--- config.mk ---
export PLATFORM = sky130hd
export DESIGN_NAME = ray_aabb_err_monitor
export DESIGN_NICKNAME = d
export VERILOG_FILES = /design/src/rtl/ray_aabb_err_monitor.sv
export SDC_FILE = /design/constraint.sdc
export NUM_CORES = 1
export LEC_CHECK = 0
export CAP_MARGIN = 20
export CORE_UTILIZATION = 40
export CTS_BUF_LIST = sky130_fd_sc_hd__clkbuf_8
export DETAILED_ROUTE_END_ITERATION = 8
export DONT_BUFFER_PORTS = 1
export HOLD_SLACK_MARGIN = 0.03
export PLACE_DENSITY_LB_ADDON = 0.05
export SLEW_MARGIN = 20
export SYNTH_ARGS = -nofsm -noshare
export SYNTH_HDL_FRONTEND = slang
export SYNTH_SLANG_ARGS = --single-unit
--- constraint.sdc ---
create_clock -name clk -period 6.36 [get_ports clk]
set_input_delay 0.318 -clock clk [delete_from_list [all_inputs] [get_ports clk]]
set_output_delay 0.318 -clock clk [all_outputs]
set_load 0.02 [all_outputs]
--- src/rtl/ray_aabb_err_monitor.sv ---
// Accuracy monitor: delays the golden hit/miss by the DUT pipeline latency and keeps
// saturating per-lane Type1 (golden hit, DUT miss) / Type2 (golden miss, DUT hit) counts.
module ray_aabb_err_monitor #(
  parameter int LANES     = 1,
  parameter int LATENCY   = 36,
  parameter int CNT_W     = 16,
  parameter int NUM_TESTS = 10000,
  parameter int IDX_W     = $clog2(NUM_TESTS)
) (
  input  logic               clk,
  input  logic               rst,
  input  logic               start,
  input  logic               in_valid,
  input  logic [LANES-1:0]   gold_in,
  input  logic [LANES-1:0]   dut_hit,
  output logic               busy,
  output logic               done,
  output logic [CNT_W-1:0]   type1_cnt,
  output logic [CNT_W-1:0]   type2_cnt,
  output logic [CNT_W-1:0]   checked_cnt,
  output logic               err_flag,
  output logic [IDX_W-1:0]   first_err_idx
);

  localparam int PC_W  = $clog2(LANES + 1);
  localparam int SUM_W = CNT_W + PC_W + 1;
  localparam logic [SUM_W-1:0] CNT_MAX   = (SUM_W'(1) << CNT_W) - SUM_W'(1);
  localparam logic [SUM_W-1:0] LANES_INC = SUM_W'(LANES);
  localparam logic [IDX_W:0]   ISSUE_MAX = (IDX_W + 1)'(NUM_TESTS);
  localparam logic [IDX_W:0]   ONE       = (IDX_W + 1)'(1);

  typedef enum logic [1:0] {
    S_IDLE,
    S_RUN,
    S_DRAIN,
    S_DONE
  } state_t;

  state_t state, state_nxt;

  logic [IDX_W:0]   issued;
  logic [IDX_W:0]   retired;
  logic [IDX_W:0]   retired_nxt;
  logic             dl_vld  [LATENCY];
  logic [LANES-1:0] dl_gold [LATENCY];
  logic [IDX_W-1:0] dl_idx  [LATENCY];

  logic             accept;
  logic             cmp;
  logic             start_run;
  logic [LANES-1:0] tail_gold;
  logic [LANES-1:0] mis;
  logic [SUM_W-1:0] t1_inc;
  logic [SUM_W-1:0] t2_inc;

  function automatic logic [SUM_W-1:0] popcount(input logic [LANES-1:0] v);
    logic [SUM_W-1:0] n;
    n = '0;
    for (int i = 0; i < LANES; i++) begin
      n = n + SUM_W'(v[i]);
    end
    return n;
  endfunction

  // Widened add then clamp, so a multi-lane step near the top cannot wrap.
  function automatic logic [CNT_W-1:0] sat_add(input logic [CNT_W-1:0] a,
                                               input logic [SUM_W-1:0] inc);
    logic [SUM_W-1:0] s;
    s = SUM_W'(a) + inc;
    return (s > CNT_MAX) ? {CNT_W{1'b1}} : s[CNT_W-1:0];
  endfunction

  assign accept      = (state == S_RUN) && in_valid && (issued < ISSUE_MAX);
  assign cmp         = dl_vld[LATENCY-1] && ((state == S_RUN) || (state == S_DRAIN));
  assign start_run   = start && ((state == S_IDLE) || (state == S_DONE));
  assign tail_gold   = dl_gold[LATENCY-1];
  assign mis         = tail_gold ^ dut_hit;
  assign t1_inc      = popcount(tail_gold & ~dut_hit);
  assign t2_inc      = popcount(~tail_gold & dut_hit);
  assign retired_nxt = retired + (IDX_W + 1)'(cmp);

  always_comb begin
    state_nxt = state;
    case (state)
      S_IDLE:  if (start) state_nxt = S_RUN;
      S_RUN:   if (accept && ((issued + ONE) == ISSUE_MAX)) state_nxt = S_DRAIN;
      S_DRAIN: if (retired_nxt == issued) state_nxt = S_DONE;
      S_DONE:  if (start) state_nxt = S_RUN;
      default: state_nxt = S_IDLE;
    endcase
  end

  always_ff @(posedge clk) begin
    if (rst) begin
      state <= S_IDLE;
      busy  <= 1'b0;
      done  <= 1'b0;
    end else begin
      state <= state_nxt;
      busy  <= (state_nxt == S_RUN) || (state_nxt == S_DRAIN);
      done  <= (state_nxt == S_DONE);
    end
  end

  always_ff @(posedge clk) begin
    if (rst || start_run) begin
      issued        <= '0;
      retired       <= '0;
      type1_cnt     <= '0;
      type2_cnt     <= '0;
      checked_cnt   <= '0;
      err_flag      <= 1'b0;
      first_err_idx <= '0;
      for (int i = 0; i < LATENCY; i++) begin
        dl_vld[i]  <= 1'b0;
        dl_gold[i] <= '0;
        dl_idx[i]  <= '0;
      end
    end else begin
      dl_vld[0]  <= accept;
      dl_gold[0] <= gold_in;
      dl_idx[0]  <= issued[IDX_W-1:0];
      for (int i = 1; i < LATENCY; i++) begin
        dl_vld[i]  <= dl_vld[i-1];
        dl_gold[i] <= dl_gold[i-1];
        dl_idx[i]  <= dl_idx[i-1];
      end
      if (accept) begin
        issued <= issued + ONE;
      end
      if (cmp) begin
        retired     <= retired_nxt;
        type1_cnt   <= sat_add(type1_cnt, t1_inc);
        type2_cnt   <= sat_add(type2_cnt, t2_inc);
        checked_cnt <= sat_add(checked_cnt, LANES_INC);
        if ((|mis) && !err_flag) begin
          err_flag      <= 1'b1;
          first_err_idx <= dl_idx[LATENCY-1];
        end
      end
    end
  end

endmodule

After elaboration in Yosys (flattened, before gate mapping)
Memory sizes are Yosys's and may differ from the RTL's. A register that Yosys moved wholly into a read port is not among the register bits. Cells that the tools add are included.

Memories: 3. Output and inout bits: 65. Bits in registers: 83. Bits of input ports: 6. RAM bits: 576.

Memories: dl_idx (depth 36, width 14, read ports 36, clocked after Yosys merged registers in 1, write ports 36, line 46) `logic [IDX_W-1:0] dl_idx [LATENCY];`; dl_gold (depth 36, width 1, read ports 36, clocked after Yosys merged registers in 0, write ports 36, line 45) `logic [LANES-1:0] dl_gold [LATENCY];`; dl_vld (depth 36, width 1, read ports 36, clocked after Yosys merged registers in 0, write ports 36, line 44) `logic dl_vld [LATENCY];`.

Reduce and logical (&&, ||, !) cells: 14. Equality and inequality tests: 8. Bitwise logic cells: 113. Multiplexer cells: 118. Order comparisons: 4. $add $sub $neg: 5.

Operator list (count): $mux W14 (36); $or A1 B1 Y1 (108); $mux W1 (75); $gt A17 B16 Y1 const B (3); $mux W16 (3); $add A16 B1 Y17 (2); $add A16 B1 Y17 const B (1); $add A15 B1 Y15 (1); $add A15 B1 Y15 const B (1); $eq A15 B14 Y1 const B (1); $eq A15 B15 Y1 (1); $lt A15 B14 Y1 const B (1); $eq A2 B2 Y1 const B (4); $logic_and A1 B1 Y1 (6); $mux W2 (3); $pmux W2 S3 (1); $eq A2 B1 Y1 const B (2); $logic_or A1 B1 Y1 (4); $and A1 B1 Y1 (2); $logic_not A2 Y1 (1); $not A1 Y1 (2); $reduce_and A2 Y1 (1); $reduce_or A2 Y1 (1); $logic_not A1 Y1 (1); $xor A1 B1 Y1 (1).

Depth between registers and ports, before layout
Depth after elaboration: 9. Depth in mapped cells: 19. Depth with buffers taken out: 15.

Least setup slack after synthesis
OpenSTA, ideal clock, no wires.

Kind: register to register. Start: reg state[0]. End: reg busy. Cell stages (with the launch flop): 20. Period minus slack after synthesis: 3.757 ns. Data arrival time: 3.643 ns. Setup time: 0.114 ns. Setup slack: 2.603 ns. Cells stage by stage: dfxtp_1 -> inv_1 -> ha_1 -> nand2b_1 -> buf_2 -> inv_1 -> buf_2 -> buf_2 -> buf_2 -> ha_1 -> ha_1 -> xnor2_1 -> o21ai_1 -> a2111oi_2 -> o2111ai_1 -> nor4_1 -> o2111ai_1 -> a21oi_1 -> ha_1 -> nor2b_1.

Cells in the longest elaborated chain, start to end: 9.

RTL lines: start: declaration (line 39) `state_t state, state_nxt;`; start signal: assignment (line 99) `state <= state_nxt;`; $eq A2 B1 Y1 / $eq A2 B2 Y1 (equally long branches) (line 74) `assign cmp = dl_vld[LATENCY-1] && ((state == S_RUN) || (state == S_DRAIN));`; $logic_or A1 B1 Y1 (*) (line 74); $logic_and A1 B1 Y1 (*) (line 74); net cmp (line 49) `logic cmp;`; $add A15 B1 Y15 (*) (line 80) `assign retired_nxt = retired + (IDX_W + 1)'(cmp);`; $eq A15 B15 Y1 (*) (line 87) `S_DRAIN: if (retired_nxt == issued) state_nxt = S_DONE;`; $mux W2 (*) (line 87); $pmux W2 S3 (*) (line 84) `case (state)`; net state_nxt[0] (line 39); $eq A2 B1 Y1 / $eq A2 B2 Y1 (equally long branches) (line 100) `busy <= (state_nxt == S_RUN) || (state_nxt == S_DRAIN);`; $logic_or A1 B1 Y1 (*) (line 100); end signal: assignment (line 100); end: declaration (line 16) `output logic busy,`.

The timed path passes the listed nets; every way through them passes the cells marked *. A chain may end at the register's enable or synchronous reset.

Final worst setup path
Start: reg state[0]. End: reg state[0].

Cells in the longest elaborated chain, start to end: 7.

RTL lines (line): $eq A2 B1 Y1 / $eq A2 B2 Y1 (equally long branches) (73, 74, 84); $logic_or A1 B1 Y1 (74); $logic_and A1 B1 Y1 (74); $add A15 B1 Y15 (80); $eq A15 B15 Y1 (87); $mux W2 (87); $pmux W2 S3 (*) (84).

Mark *: on every way between the ends. The rest lies on a longest branch, timed or not.

==> results.ini <==
[status]
status=completed

[global_route]
grt_util_all_layers=0.128
grt_max_degree=351
grt_pass1_wl_mm=55.5
grt_overflow=0
first_global_vias=11000
antenna_found_initial=0

[setup_path]
worstPathRequired_ns=6.98
cp.depth=16
start_kind=flip-flop
critPathMaxStageDelay_ns=0.56
critical_path_class=flip-flop to flip-flop
arrival_ns=5.13
slowest_stage=dlygate4sd3_1
path_delay_family=buffers and inverters
path_cells=inv_1, ha_1, nand2b_1, buf_4, inv_1, buf_4, ha_1, ha_1, xnor2_1, o21ai_1, a2111oi_2, o2111ai_1, nor4_1, o2111ai_1, a211oi_2, dlygate4sd3_1
path_common_cell=ha_1
cp_max_fo=41
reg2reg_depth=16
worst-path-buf-inv=5
end_kind=flip-flop

[drt]
drt_iter0_drc=551
drc_errors=0
avgViaCountPerCell=4.41
wl_per_cell_um=12.4
first_pass_iters=4
routed_wl_mm=32.5
via_count=11500
final_antenna_net_count=0

[place]
io_buffers=0
numPlacedInstances=2421
place_congestion=0.804
dpl.hpwl_mm=17.3
pre_cts_ws_ns=2.00

[clock_network]
cts_sinks=673
numCtsBuffers=107
cts_tree=yes
cts_resized=0
cts_buffer_depth=3
cts_setup_buffers=0
ctsRootBufferMaster=clkbuf_8
cts_max_level=3
clk_pin_slew_ns=0.05
clk_latency_ns=0.68

[synth]
synth_cell_type_count=67
syn_inst=1845
synth_area_um2=20600
syn_area_per_cell_um2=11.2
synthTopCellsByArea=dfxtp_1 (65%), and2_1 (18%), clkbuf_1 (1.5%)
ys_ff_latch=673
ys_async_sr_fraction=0
synth_edf_count=0
yosysSeqAreaShare=0.654
ys_warn_count=0
netlist.area_leader.share=0.654
synth_flop_cell=dfxtp_1
synth_top_area_cell=dfxtp_1
synth_nets=1868

[power]
switching_power_w=0.00173
clock_power_share=0.453
p_int_w=0.00632
power_density_nw_per_um2=344
vdd_drop_max_mv=0.147
switching_share=0.215
p_leak_nw=9.36
power_frac_comb=0.022
p_total_w=0.00805
p_seq_frac=0.526

[sta]
maxSlewViolCount=0
hold_ws_ns=0.173
worstMarginPinSlew_ns=0.949
timing.fmax_ghz=0.222
max-slew-margin-rel=0.367
fin_crit_ns=4.51
finalSetupTns_ns=0
fin_crit_sh=0.709
final.setup_skew_ns=0.0357
final_hold_viol_count=0
layout_setup_ws_ns=1.85
rsz0062_at_grt=false
setup_viol=0

[cells_and_area]
finalNonFillerCells=2612
fin_nets=1888
antenna_cells=0
syn2layout_area_growth_pct=13.5
drive_gt1_frac=0.104

[job]
cap_violations=0

[die]
core_area_um2=50500
num_io_pins=71
die_w_um=229
die_y_um=229
initial_core_util=0.408
rows=82
dieArea_um2=52400

[hold_path]
hold_path_class=input port to flip-flop
min_delay_path_depth=4

==> worst paths after layout <==
| path | from | end | slack, ns |
|---|---|---|---|
| worst max register to register | state[0] | state[0] | 1.85 |
| worst min-delay path | start | busy | 0.17 |
| worst max-delay path | state[0] | state[0] | 1.85 |
| worst min register to register | dl_idx[7][8] | dl_idx[8][8] | 0.39 |
==> cells by family (layout without fill, tap and decap cells) <==
kind of cell    count (synthesis)  in the layout  synth area share
compound gates                139            139            0.0456
xor+xnor                       46             46            0.0196
fa+ha+maj                      17             17            0.0103
buf+inv                       120            215            0.0248
flops                         673            673             0.654
mux                             8              8           0.00389
simple gates                  842            842             0.242
==> worst register-to-register path, stage by stage, from the launching register on <==
cell and delay (ns):
dfxtp_1 0.37, inv_1 0.06, ha_1 0.40, nand2b_1 0.18, buf_4 0.24, inv_1 0.09
buf_4 0.40, ha_1 0.29, ha_1 0.33, xnor2_1 0.16, o21ai_1 0.09, a2111oi_2 0.22
o2111ai_1 0.19, nor4_1 0.37, o2111ai_1 0.25, a211oi_2 0.25, dlygate4sd3_1 0.56
==> registers in the layout (all words and copies together), names as in the netlist <==
register / flops
dl_idx: 504
dl_gold: 36
dl_vld: 36
checked_cnt: 16
type1_cnt: 16
type2_cnt: 16
issued: 15
retired: 15
first_err_idx: 14
state: 2
busy: 1
done: 1
err_flag: 1
==> synth_stat cells, types with 4 or more instances <==
| library cell | instances |
|---|---|
| buf_4 | 5 |
| a211oi_1 | 5 |
| nand3_2 | 4 |
| dfxtp_1 | 673 |
| nand4_1 | 11 |
| and2_1 | 577 |
| a311oi_1 | 18 |
| and4_1 | 5 |
| inv_1 | 18 |
| clkbuf_1 | 80 |
| a21oi_2 | 5 |
| or3_1 | 4 |
| a21oi_1 | 45 |
| nor3_1 | 16 |
| nand2_1 | 67 |
| ha_1 | 17 |
| xor2_1 | 22 |
| nor4_1 | 8 |
| nor2_1 | 69 |
| nand2b_1 | 10 |
| and3_1 | 16 |
| nand3_1 | 24 |
| mux2i_1 | 8 |
| xnor2_1 | 24 |
| buf_2 | 13 |
| o21ai_0 | 29 |
| a31oi_1 | 10 |
| nor2b_1 | 11 |
==> layout by cell type (no fill, tap or decap), types with 4 or more instances in the layout <==
cell,instances
nor4_1,8
nor2b_1,11
clkinv_2,13
a31oi_1,10
mux2i_1,8
and3_1,16
nand3_1,24
a311oi_1,18
inv_1,40
a21oi_2,5
xnor2_1,24
nand2_1,67
buf_4,4
o21ai_0,29
and2_1,577
nand2b_1,10
ha_1,17
nand4_1,11
clkbuf_8,145
dfxtp_1,673
nand3_2,4
a211oi_1,5
a21oi_1,44
nor2_1,69
xor2_1,22
nor3_1,16
and4_1,5
dlygate4sd3_1,6
or3_1,4
==> final cells by class <==
class                           count  area (µm²)
Fill cell                        4816       27100
Sequential cell                   673       13500
Multi-Input combinational cell   1052        6630
Clock buffer                      145        2000
Tap cell                          672         841
Clock inverter                     39         213
Timing Repair Buffer               13         158
Inverter                           18        67.6
==> through the flow <==
| step | utilization | instance area, µm² |
|---|---|---|
| after CTS | 0.463 | 23300 |
| after detailed placement | 0.418 | 21100 |
| final | 0.463 | 23400 |
| after global placement | 0.418 | 21100 |
| after global routing | 0.463 | 23400 |
| after floorplan | - | 20600 |
==> per-layer routing <==
| layer | routed length [µm] | vias up | track usage |
|---|---|---|---|
| met4 | 988 | 0 | 0.0577 |
| met1 | 15500 | 5357 | 0.164 |
| met5 | 0 | - | 0 |
| met3 | 1470 | 83 | 0.0409 |
| li1 | - | 5932 | - |
| met2 | 14500 | 154 | 0.195 |
==> timing repair <==
item,4_1_cts,5_1_grt
endpoints found under the hold margin,23,0
endpoints found under the setup margin,0,0
hold buffers,6,0
==> power by group through the flow <==
stage          registers (W)  logic, W  clock network [W]
2_1_floorplan        0.00432  0.000130                  0
3_3_place_gp         0.00432  0.000169                  0
3_5_place_dp         0.00432  0.000172                  0
4_1_cts              0.00423  0.000178            0.00382
5_1_grt              0.00423  0.000203            0.00404
6_report             0.00423  0.000174            0.00364
(Power assumes the default switching activity.)
